--- config.mk ---
export PLATFORM = sky130hd
export DESIGN_NAME = capsense_scan_controller
export DESIGN_NICKNAME = d
export VERILOG_FILES = /design/src/rtl/capsense_scan_controller.sv
export SDC_FILE = /design/constraint.sdc
export NUM_CORES = 1
export LEC_CHECK = 0
export CAP_MARGIN = 0
export CORE_ASPECT_RATIO = 0.75
export CORE_MARGIN = 3
export CORE_UTILIZATION = 50
export CTS_BUF_LIST = sky130_fd_sc_hd__clkbuf_8 sky130_fd_sc_hd__clkbuf_16
export CTS_CLUSTER_DIAMETER = 40
export DETAILED_ROUTE_END_ITERATION = 7
export PLACE_DENSITY = 0.72
export SLEW_MARGIN = 15
export SYNTH_ARGS = -nofsm -noshare
export SYNTH_HDL_FRONTEND = slang
export SYNTH_SLANG_ARGS = --single-unit
--- constraint.sdc ---
create_clock -name i_clock -period 7.1 [get_ports i_clock]
set_input_delay 1.42 -clock i_clock [delete_from_list [all_inputs] [get_ports i_clock]]
set_output_delay 1.42 -clock i_clock [all_outputs]
set_load 0.005 [all_outputs]
--- src/rtl/capsense_scan_controller.sv ---
// Capacitive pad scan sequencer: discharge, charge, time each pad's rise, publish per-pad counts.
// Optional readings low-pass filter enabled by defining CAPSENSE_FILTER_EN.
module capsense_scan_controller #(
    parameter int NUM_PADS         = 9,
    parameter int CNT_W            = 32,
    parameter int DISCHARGE_CYCLES = 1000,
    parameter int TIMEOUT_CYCLES   = 65535
) (
    input  logic                      i_clock,
    input  logic                      i_reset,
    input  logic                      i_enable,
    input  logic [NUM_PADS-1:0]       i_sense_in,
    output logic                      o_drive_out,
    output logic [NUM_PADS*CNT_W-1:0] o_readings,
    output logic                      o_scan_done,
    output logic                      o_scan_busy,
    output logic [1:0]                o_dbg_state
);

    typedef enum logic [1:0] {
        ST_IDLE      = 2'd0,
        ST_DISCHARGE = 2'd1,
        ST_CHARGE    = 2'd2,
        ST_LATCH     = 2'd3
    } state_t;

    localparam int                DCNT_W      = (DISCHARGE_CYCLES > 1) ? $clog2(DISCHARGE_CYCLES) : 1;
    localparam logic [DCNT_W-1:0] DCNT_LAST   = DCNT_W'(DISCHARGE_CYCLES - 1);
    localparam logic [CNT_W-1:0]  TIMEOUT_VAL = CNT_W'(TIMEOUT_CYCLES);

    state_t                      r_state;
    state_t                      w_state_next;
    logic [NUM_PADS-1:0]         r_sync1;
    logic [NUM_PADS-1:0]         r_sync2;
    logic [DCNT_W-1:0]           r_dcnt;
    logic [CNT_W-1:0]            r_timer;
    logic [CNT_W-1:0]            r_cap [NUM_PADS];
    logic [CNT_W-1:0]            w_cap_next [NUM_PADS];
    logic [NUM_PADS-1:0]         r_valid;
    logic [NUM_PADS-1:0]         w_valid_next;
    logic                        w_commit;
    logic [NUM_PADS*CNT_W-1:0]   r_readings;
    logic [NUM_PADS*CNT_W-1:0]   w_readings_next;
    logic                        r_scan_done;

    // Captures that land this cycle are folded in before the all-valid and timeout decisions.
    always_comb begin
        w_state_next = r_state;
        w_valid_next = r_valid;
        w_commit     = 1'b0;
        for (int i = 0; i < NUM_PADS; i++) begin
            w_cap_next[i] = r_cap[i];
        end
        case (r_state)
            ST_IDLE: begin
                if (i_enable) w_state_next = ST_DISCHARGE;
            end
            ST_DISCHARGE: begin
                if (!i_enable)                w_state_next = ST_IDLE;
                else if (r_dcnt == DCNT_LAST) w_state_next = ST_CHARGE;
            end
            ST_CHARGE: begin
                for (int i = 0; i < NUM_PADS; i++) begin
                    if (r_sync2[i] && !r_valid[i]) begin
                        w_cap_next[i]   = r_timer;
                        w_valid_next[i] = 1'b1;
                    end
                end
                if (!i_enable) begin
                    w_state_next = ST_IDLE;
                end else if (&w_valid_next) begin
                    w_state_next = ST_LATCH;
                    w_commit     = 1'b1;
                end else if (r_timer == TIMEOUT_VAL) begin
                    for (int i = 0; i < NUM_PADS; i++) begin
                        if (!w_valid_next[i]) w_cap_next[i] = TIMEOUT_VAL;
                    end
                    w_state_next = ST_LATCH;
                    w_commit     = 1'b1;
                end
            end
            ST_LATCH: begin
                w_state_next = i_enable ? ST_DISCHARGE : ST_IDLE;
            end
            default: w_state_next = ST_IDLE;
        endcase
    end

`ifdef CAPSENSE_FILTER_EN
    logic [NUM_PADS-1:0] r_seeded;

    // Seeded flags survive aborts; only reset forces the next latch to reload raw counts.
    always_ff @(posedge i_clock or negedge i_reset) begin
        if (!i_reset)      r_seeded <= '0;
        else if (w_commit) r_seeded <= '1;
    end

    always_comb begin
        w_readings_next = r_readings;
        for (int i = 0; i < NUM_PADS; i++) begin
            if (r_seeded[i]) begin
                w_readings_next[i*CNT_W +: CNT_W] = r_readings[i*CNT_W +: CNT_W]
                                                  - (r_readings[i*CNT_W +: CNT_W] >> 2)
                                                  + (w_cap_next[i] >> 2);
            end else begin
                w_readings_next[i*CNT_W +: CNT_W] = w_cap_next[i];
            end
        end
    end
`else
    always_comb begin
        w_readings_next = r_readings;
        for (int i = 0; i < NUM_PADS; i++) begin
            w_readings_next[i*CNT_W +: CNT_W] = w_cap_next[i];
        end
    end
`endif

    always_ff @(posedge i_clock or negedge i_reset) begin
        if (!i_reset) begin
            r_state     <= ST_IDLE;
            r_sync1     <= '0;
            r_sync2     <= '0;
            r_dcnt      <= '0;
            r_timer     <= '0;
            r_valid     <= '0;
            r_readings  <= '0;
            r_scan_done <= 1'b0;
            for (int i = 0; i < NUM_PADS; i++) begin
                r_cap[i] <= '0;
            end
        end else begin
            r_state     <= w_state_next;
            r_sync1     <= i_sense_in;
            r_sync2     <= r_sync1;
            r_scan_done <= w_commit;
            r_dcnt      <= (r_state == ST_DISCHARGE) ? r_dcnt + 1'b1 : '0;
            r_valid     <= (r_state == ST_CHARGE) ? w_valid_next : '0;
            for (int i = 0; i < NUM_PADS; i++) begin
                r_cap[i] <= w_cap_next[i];
            end
            // Timer holds 1 outside CHARGE so the first charge cycle reads 1; saturates at timeout.
            if (r_state != ST_CHARGE)       r_timer <= CNT_W'(1);
            else if (r_timer != TIMEOUT_VAL) r_timer <= r_timer + 1'b1;
            if (w_commit) r_readings <= w_readings_next;
        end
    end

    // Drive drops the moment enable falls, without waiting for the abort edge.
    assign o_drive_out = (r_state == ST_CHARGE) && i_enable;
    assign o_readings  = r_readings;
    assign o_scan_done = r_scan_done;
    assign o_scan_busy = (r_state != ST_IDLE);
    assign o_dbg_state = r_state;

endmodule

# Word level (Yosys, flattened, before mapping)
# Cells that the tools add are included.
# op_classes
addsub,2
n_eq_ne,10
muxes,56
reduce_logical,24
# op_table
cell,count
288-bit 2-to-1 mux,4
32-bit 2-to-1 mux,20
"32-bit by 1-bit adder with 32-bit output, second input constant",1
"32-bit by 16-bit equality test with 1-bit output, second input constant",1
"32-bit by 16-bit != test with 1-bit output, second input constant",1
1-bit 2-to-1 mux,23
2-bit 2-to-1 mux,6
"10-bit by 1-bit adder with 10-bit output, second input constant",1
"10-bit equality test, second input constant",1
1-bit logical AND,10
10-bit 2-to-1 mux,1
1-bit logical NOT,9
9-bit 2-to-1 mux,1
9-bit AND reduction,1
2-bit case mux with 4 select lines,1
"2-bit equality test, second input constant",2
"2-bit != test, second input constant",2
"4-bit != test, second input constant",1
2-bit nonzero test,2
"3-bit != test, second input constant",1
3-bit AND reduction,1
"2-bit by 1-bit equality test with 1-bit output, second input constant",1
2-bit logical NOT,1
# totals
regBits,648
input_bits,12
out_inout_bits,293
word_cells,109

# Depth between registers and ports, before layout
# logic_depth
depth_word,9
mapped_depth,10
ltp_nobuf,6

# Least setup slack after synthesis
# Ideal clock, no wire load.
# synth_path
path_kind,in2out
from,input i_enable
to,output o_drive_out
t_arrival_ns,1.868
required_time_ns,5.680
path_slack_ns,3.812
path_stages,3
n_path_buf,1
cell_sequence,nand3b_1 > clkbuf_1 > inv_1
# synth_via
elab_chain_cells,1
# synth_rtl
element,line,text
from (decl),11,"input logic i_enable,"
1-bit logical AND,150,assign o_drive_out = (r_state == ST_CHARGE) && i_enable;
to (decl),13,"output logic o_drive_out,"
# Every way passes these cells.

# Worst setup path after layout
# Ends and elaborated chain as after synthesis.

==> Implementation_results.wiki <==
{| class="wikitable"
! Metric !! Value
|-
| Status || finished, final reports clean
|-
| Cell family with most CP delay || buffers and inverters
|-
| Routability Congestion || around 0.77
|-
| Worst-Skew Late Latency || around 0.60 ns
|-
| Switch share || a little over a fifth
|-
| Most prevalent standard cell on the critical path || sky130_fd_sc_hd__clkdlybuf4s50_1
|-
| Routed via count || around 16000
|-
| Count leader, synth || sky130_fd_sc_hd__dfrtp_1
|-
| Fin. max-slew vios || 0
|-
| Number of buffers and inverters on the critical path || 3
|-
| Share of Yosys cell area claimed by the top area cell type || 60.8%
|-
| Net count of the finished layout || roughly 2200
|-
| Critical R2R Launch || r_timer[0]
|-
| Number of antenna violations at the first check in global routing || 4
|-
| Signed area change from the synthesized netlist to the final layout || 20.1%
|-
| Area leader, netlist || sky130_fd_sc_hd__dfrtp_1
|-
| Cell breakdown of the critical path || clkdlybuf4s50_1 -> nand3b_1 -> inv_1 -> clkdlybuf4s50_1
|-
| Via count of the first global-routing pass || 16200
|-
| Post-route fraction of the period consumed by the critical path || 66.2%
|-
| Worst Slack Setup Final || 2.40 ns
|-
| Critical Path Slowest Stage Cell || sky130_fd_sc_hd__clkdlybuf4s50_1
|-
| Fraction of registers with async set or reset after synthesis || 100%
|-
| Final-layout setup total negative slack || 0 ns
|-
| Final number of hold-violating endpoints || 0
|-
| Min-Delay Startpoint || r_sync1[3]
|-
| Layout cell share with drive strength beyond 1 || roughly 19%
|-
| Sinks on the clock net || ~650
|-
| Clock tree from TritonCTS || done
|-
| Max_slew headroom || between 20% and 30%
|-
| Leading cell types by count after synthesis || sky130_fd_sc_hd__dfrtp_1 (648), sky130_fd_sc_hd__mux2i_1 (293), sky130_fd_sc_hd__mux2_4 (200), sky130_fd_sc_hd__nor2_1 (187), sky130_fd_sc_hd__nand2_1 (164)
|-
| Cell area after placement || 29800 um2
|-
| Antenna cells || 0
|-
| Detailed-route vias per instance || 5.37
|-
| Number of H-tree levels || 3
|-
| Arrival @ worst endpoint || 3.28 ns
|-
| Total global-route track usage || around 23%
|-
| Crit end category || output port
|-
| Placeable Area || roughly 52000 um2
|-
| Setup fix buffers added after clock tree synthesis || 0
|-
| Detailed-routing iteration count for the pre-antenna-repair pass || 5
|-
| Clock network fraction of design power || 46.2%
|-
| Buffer levels on the longest clock path || 3
|-
| Max VDD drop || approximately 0.00015 V
|-
| Hold buffers post-CTS || 0
|-
| Worst-case clock skew || around 0.024 ns
|-
| Cell count of the worst hold path || 0
|-
| Die height || ~210 um
|-
| Number of warnings printed during yosys synthesis || 0
|-
| Number of remaining DRC errors || 0
|-
| Sum of net half-perimeters after detailed placement || 40900 um
|-
| Post-route minimum period || approximately 4.7 ns
|-
| Final setup vio count || 0
|-
| Post-Syn Nets || roughly 1900
|-
| Worst hold-check path type || register to register
|-
| Cells after Synth || around 1900
|-
| Data required time of the critical path || 5.68 ns
|-
| Fraction of power consumed by sequential logic || ~50%
|-
| Final design instance area without fill || around 32000 um2
|-
| Max Fclk || approximately 210 MHz
|-
| Internal Pwr Total || 5.87 mW
|-
| Input/output buffers || 304
|-
| Starting Density || 51.1%
|-
| CTS buffer count || 70
|-
| Pwr per Cell Area || 234 nW/um2
|-
| Maximum cell stage delay along the critical path || ~0.55 ns
|-
| Post-DRT Antenna Nets || 0
|-
| Cell at the root of the clock tree || sky130_fd_sc_hd__clkbuf_16
|-
| Routed Wire Length || ~64000 um
|-
| Lkg Pwr || 13.3 nW
|-
| Post-synthesis register bit count || 648
|-
| Synth unique cells || ~50
|-
| Count of maximum capacitance violations || 0
|-
| Pre-CTS WS || between 2 and 2.5 ns
|-
| R2R setup slack || about 2.5 ns
|-
| Share of total power in combinational logic || under 10%
|-
| Crit start category || input pin
|-
| Clock slew seen by the registers of the worst setup and hold paths || 0.05 ns
|-
| Average instance area after synthesis || between 10 and 15 um2
|-
| Peak fanout along the critical path || 11
|-
| Die Outline Area || ~56000 um2
|-
| Number of top-level design ports || roughly 310
|-
| Length in cells of the worst reg-to-reg path || 8
|-
| Reg2reg end || o_readings[39]
|-
| Pin count of the biggest net entering global routing || roughly 160
|-
| Width of the chip || ~270 um
|-
| Predominant post-synthesis flop cell || sky130_fd_sc_hd__dfrtp_1
|-
| Routed wire length per instance || around 22 um
|-
| Fillcell total || 3871
|-
| Slew @ Worst Pin || 1.11 ns
|-
| Portion of the post-synthesis area used by sequential elements || between 60% and 70%
|-
| Detailed router's first-iteration violation count || ~1200
|-
| Overall overflow remaining after global route || 0
|-
| Min-Delay Endpoint || r_sync2[3]
|-
| Number of placement rows || 72
|-
| Top post-synthesis cells by area || sky130_fd_sc_hd__dfrtp_1 (61%), sky130_fd_sc_hd__mux2_4 (11%), sky130_fd_sc_hd__mux2i_1 (11%)
|-
| Post-synthesis instance area || ~27000 um2
|-
| Number of synthesized flops with an enable pin || 0
|-
| Critical Setup Path Class || input pin to output port
|-
| Post-CTS Resized || 0
|-
| Unrepaired setup endpoints after global routing || no
|-
| Net Switching || between 1.5 and 2 mW
|-
| Global-route wire length before repair || around 99000 um
|}
-- registers in the layout, indices dropped and copies added (netlist names) --
name         cells
r_dcnt          10
o_scan_done      1
o_readings     288
r_valid          9
r_sync1          9
o_dbg_state      2
r_sync2          9
r_cap          288
r_timer         32
-- power groups by stage --
stage / combinational [mW] / sequential, mW / clock (mW)
floorplan: 0.101 / 3.87 / 0
global placement: 0.208 / 3.88 / 0
detailed placement: 0.218 / 3.88 / 0
CTS: 0.219 / 3.82 / 3.55
global route: 0.248 / 3.82 / 3.71
finish: 0.213 / 3.82 / 3.47
-- per-layer routing --
metal / wire, um / part of all wire, % / GRT usage [%]
met5: 33 / 0.051 / 0
met4: 1090 / 1.7 / 4.88
met1: 31000 / 48 / 35.2
met2: 28200 / 44 / 33.9
met3: 3950 / 6.1 / 5.37
-- how the worst max path moves through the flow --
stage	startpoint	endpoint	slack, ns	cells past startpoint
finish	i_enable	o_drive_out	2.40	4
global route	r_timer[0]	o_readings[71]	2.29	8
CTS	i_enable	o_drive_out	2.45	4
detailed placement	i_enable	o_readings[71]	2.45	6
global placement	i_enable	o_drive_out	2.48	4
floorplan	i_enable	o_drive_out	3.81	3
-- placed cells by master (no fill, tap or decap), types with 3 or more instances in the layout --
cell	instances
sky130_fd_sc_hd__o21ai_0	8
sky130_fd_sc_hd__or3_1	7
sky130_fd_sc_hd__nor4_2	3
sky130_fd_sc_hd__clkbuf_16	71
sky130_fd_sc_hd__and3_1	9
sky130_fd_sc_hd__dfrtp_1	648
sky130_fd_sc_hd__and4_1	14
sky130_fd_sc_hd__xor2_1	12
sky130_fd_sc_hd__clkinv_2	11
sky130_fd_sc_hd__nor3b_2	9
sky130_fd_sc_hd__o311ai_0	3
sky130_fd_sc_hd__mux2_2	79
sky130_fd_sc_hd__nand2_1	164
sky130_fd_sc_hd__inv_6	5
sky130_fd_sc_hd__clkbuf_8	12
sky130_fd_sc_hd__nor3_1	16
sky130_fd_sc_hd__clkdlybuf4s50_1	303
sky130_fd_sc_hd__nand3_1	10
sky130_fd_sc_hd__mux2_4	200
sky130_fd_sc_hd__buf_12	5
sky130_fd_sc_hd__clkinv_4	3
sky130_fd_sc_hd__mux2_1	9
sky130_fd_sc_hd__nor4_1	3
sky130_fd_sc_hd__buf_4	17
sky130_fd_sc_hd__mux2i_1	293
sky130_fd_sc_hd__a21oi_1	9
sky130_fd_sc_hd__xnor2_1	8
sky130_fd_sc_hd__nand4_1	16
sky130_fd_sc_hd__nor2_1	187
sky130_fd_sc_hd__nand2b_1	6
sky130_fd_sc_hd__inv_1	15
sky130_fd_sc_hd__a31oi_1	8
-- kinds of logic (layout without fill, tap and decap cells) --
family | after synthesis | count (layout) | synth area share, %
buf+inv | 148 | 447 | 3.91
fa+ha+maj | 2 | 2 | 0.0939
mux | 581 | 581 | 26.0
compound gates | 37 | 37 | 0.892
flops | 648 | 648 | 60.8
simple gates | 453 | 453 | 7.62
xor+xnor | 20 | 20 | 0.657
-- final cells by class --
class                      instances  area (um2)  share of cell area (%)
inverter                           4        15.0                  0.0469
timing repair buffer             326        3280                    10.2
clock inverter                    34         245                   0.766
clock buffer                      83        1940                    6.06
sequential                       648       16200                    50.6
multi-input combinational       1093        9450                    29.5
tap                              703         880                    2.75
-- metrics by stage --
step	std cells	hold WS [ns]	util, %	power [mW]
finish	2891	0.345	61.4	7.50
global route	2891	0.357	61.4	7.78
CTS	2891	0.349	61.4	7.59
detailed placement	2774	0.336	57.2	4.10
global placement	2774	0.337	57.2	4.09
floorplan	1889	0.331	-	3.97
(Power assumes the default switching activity.)
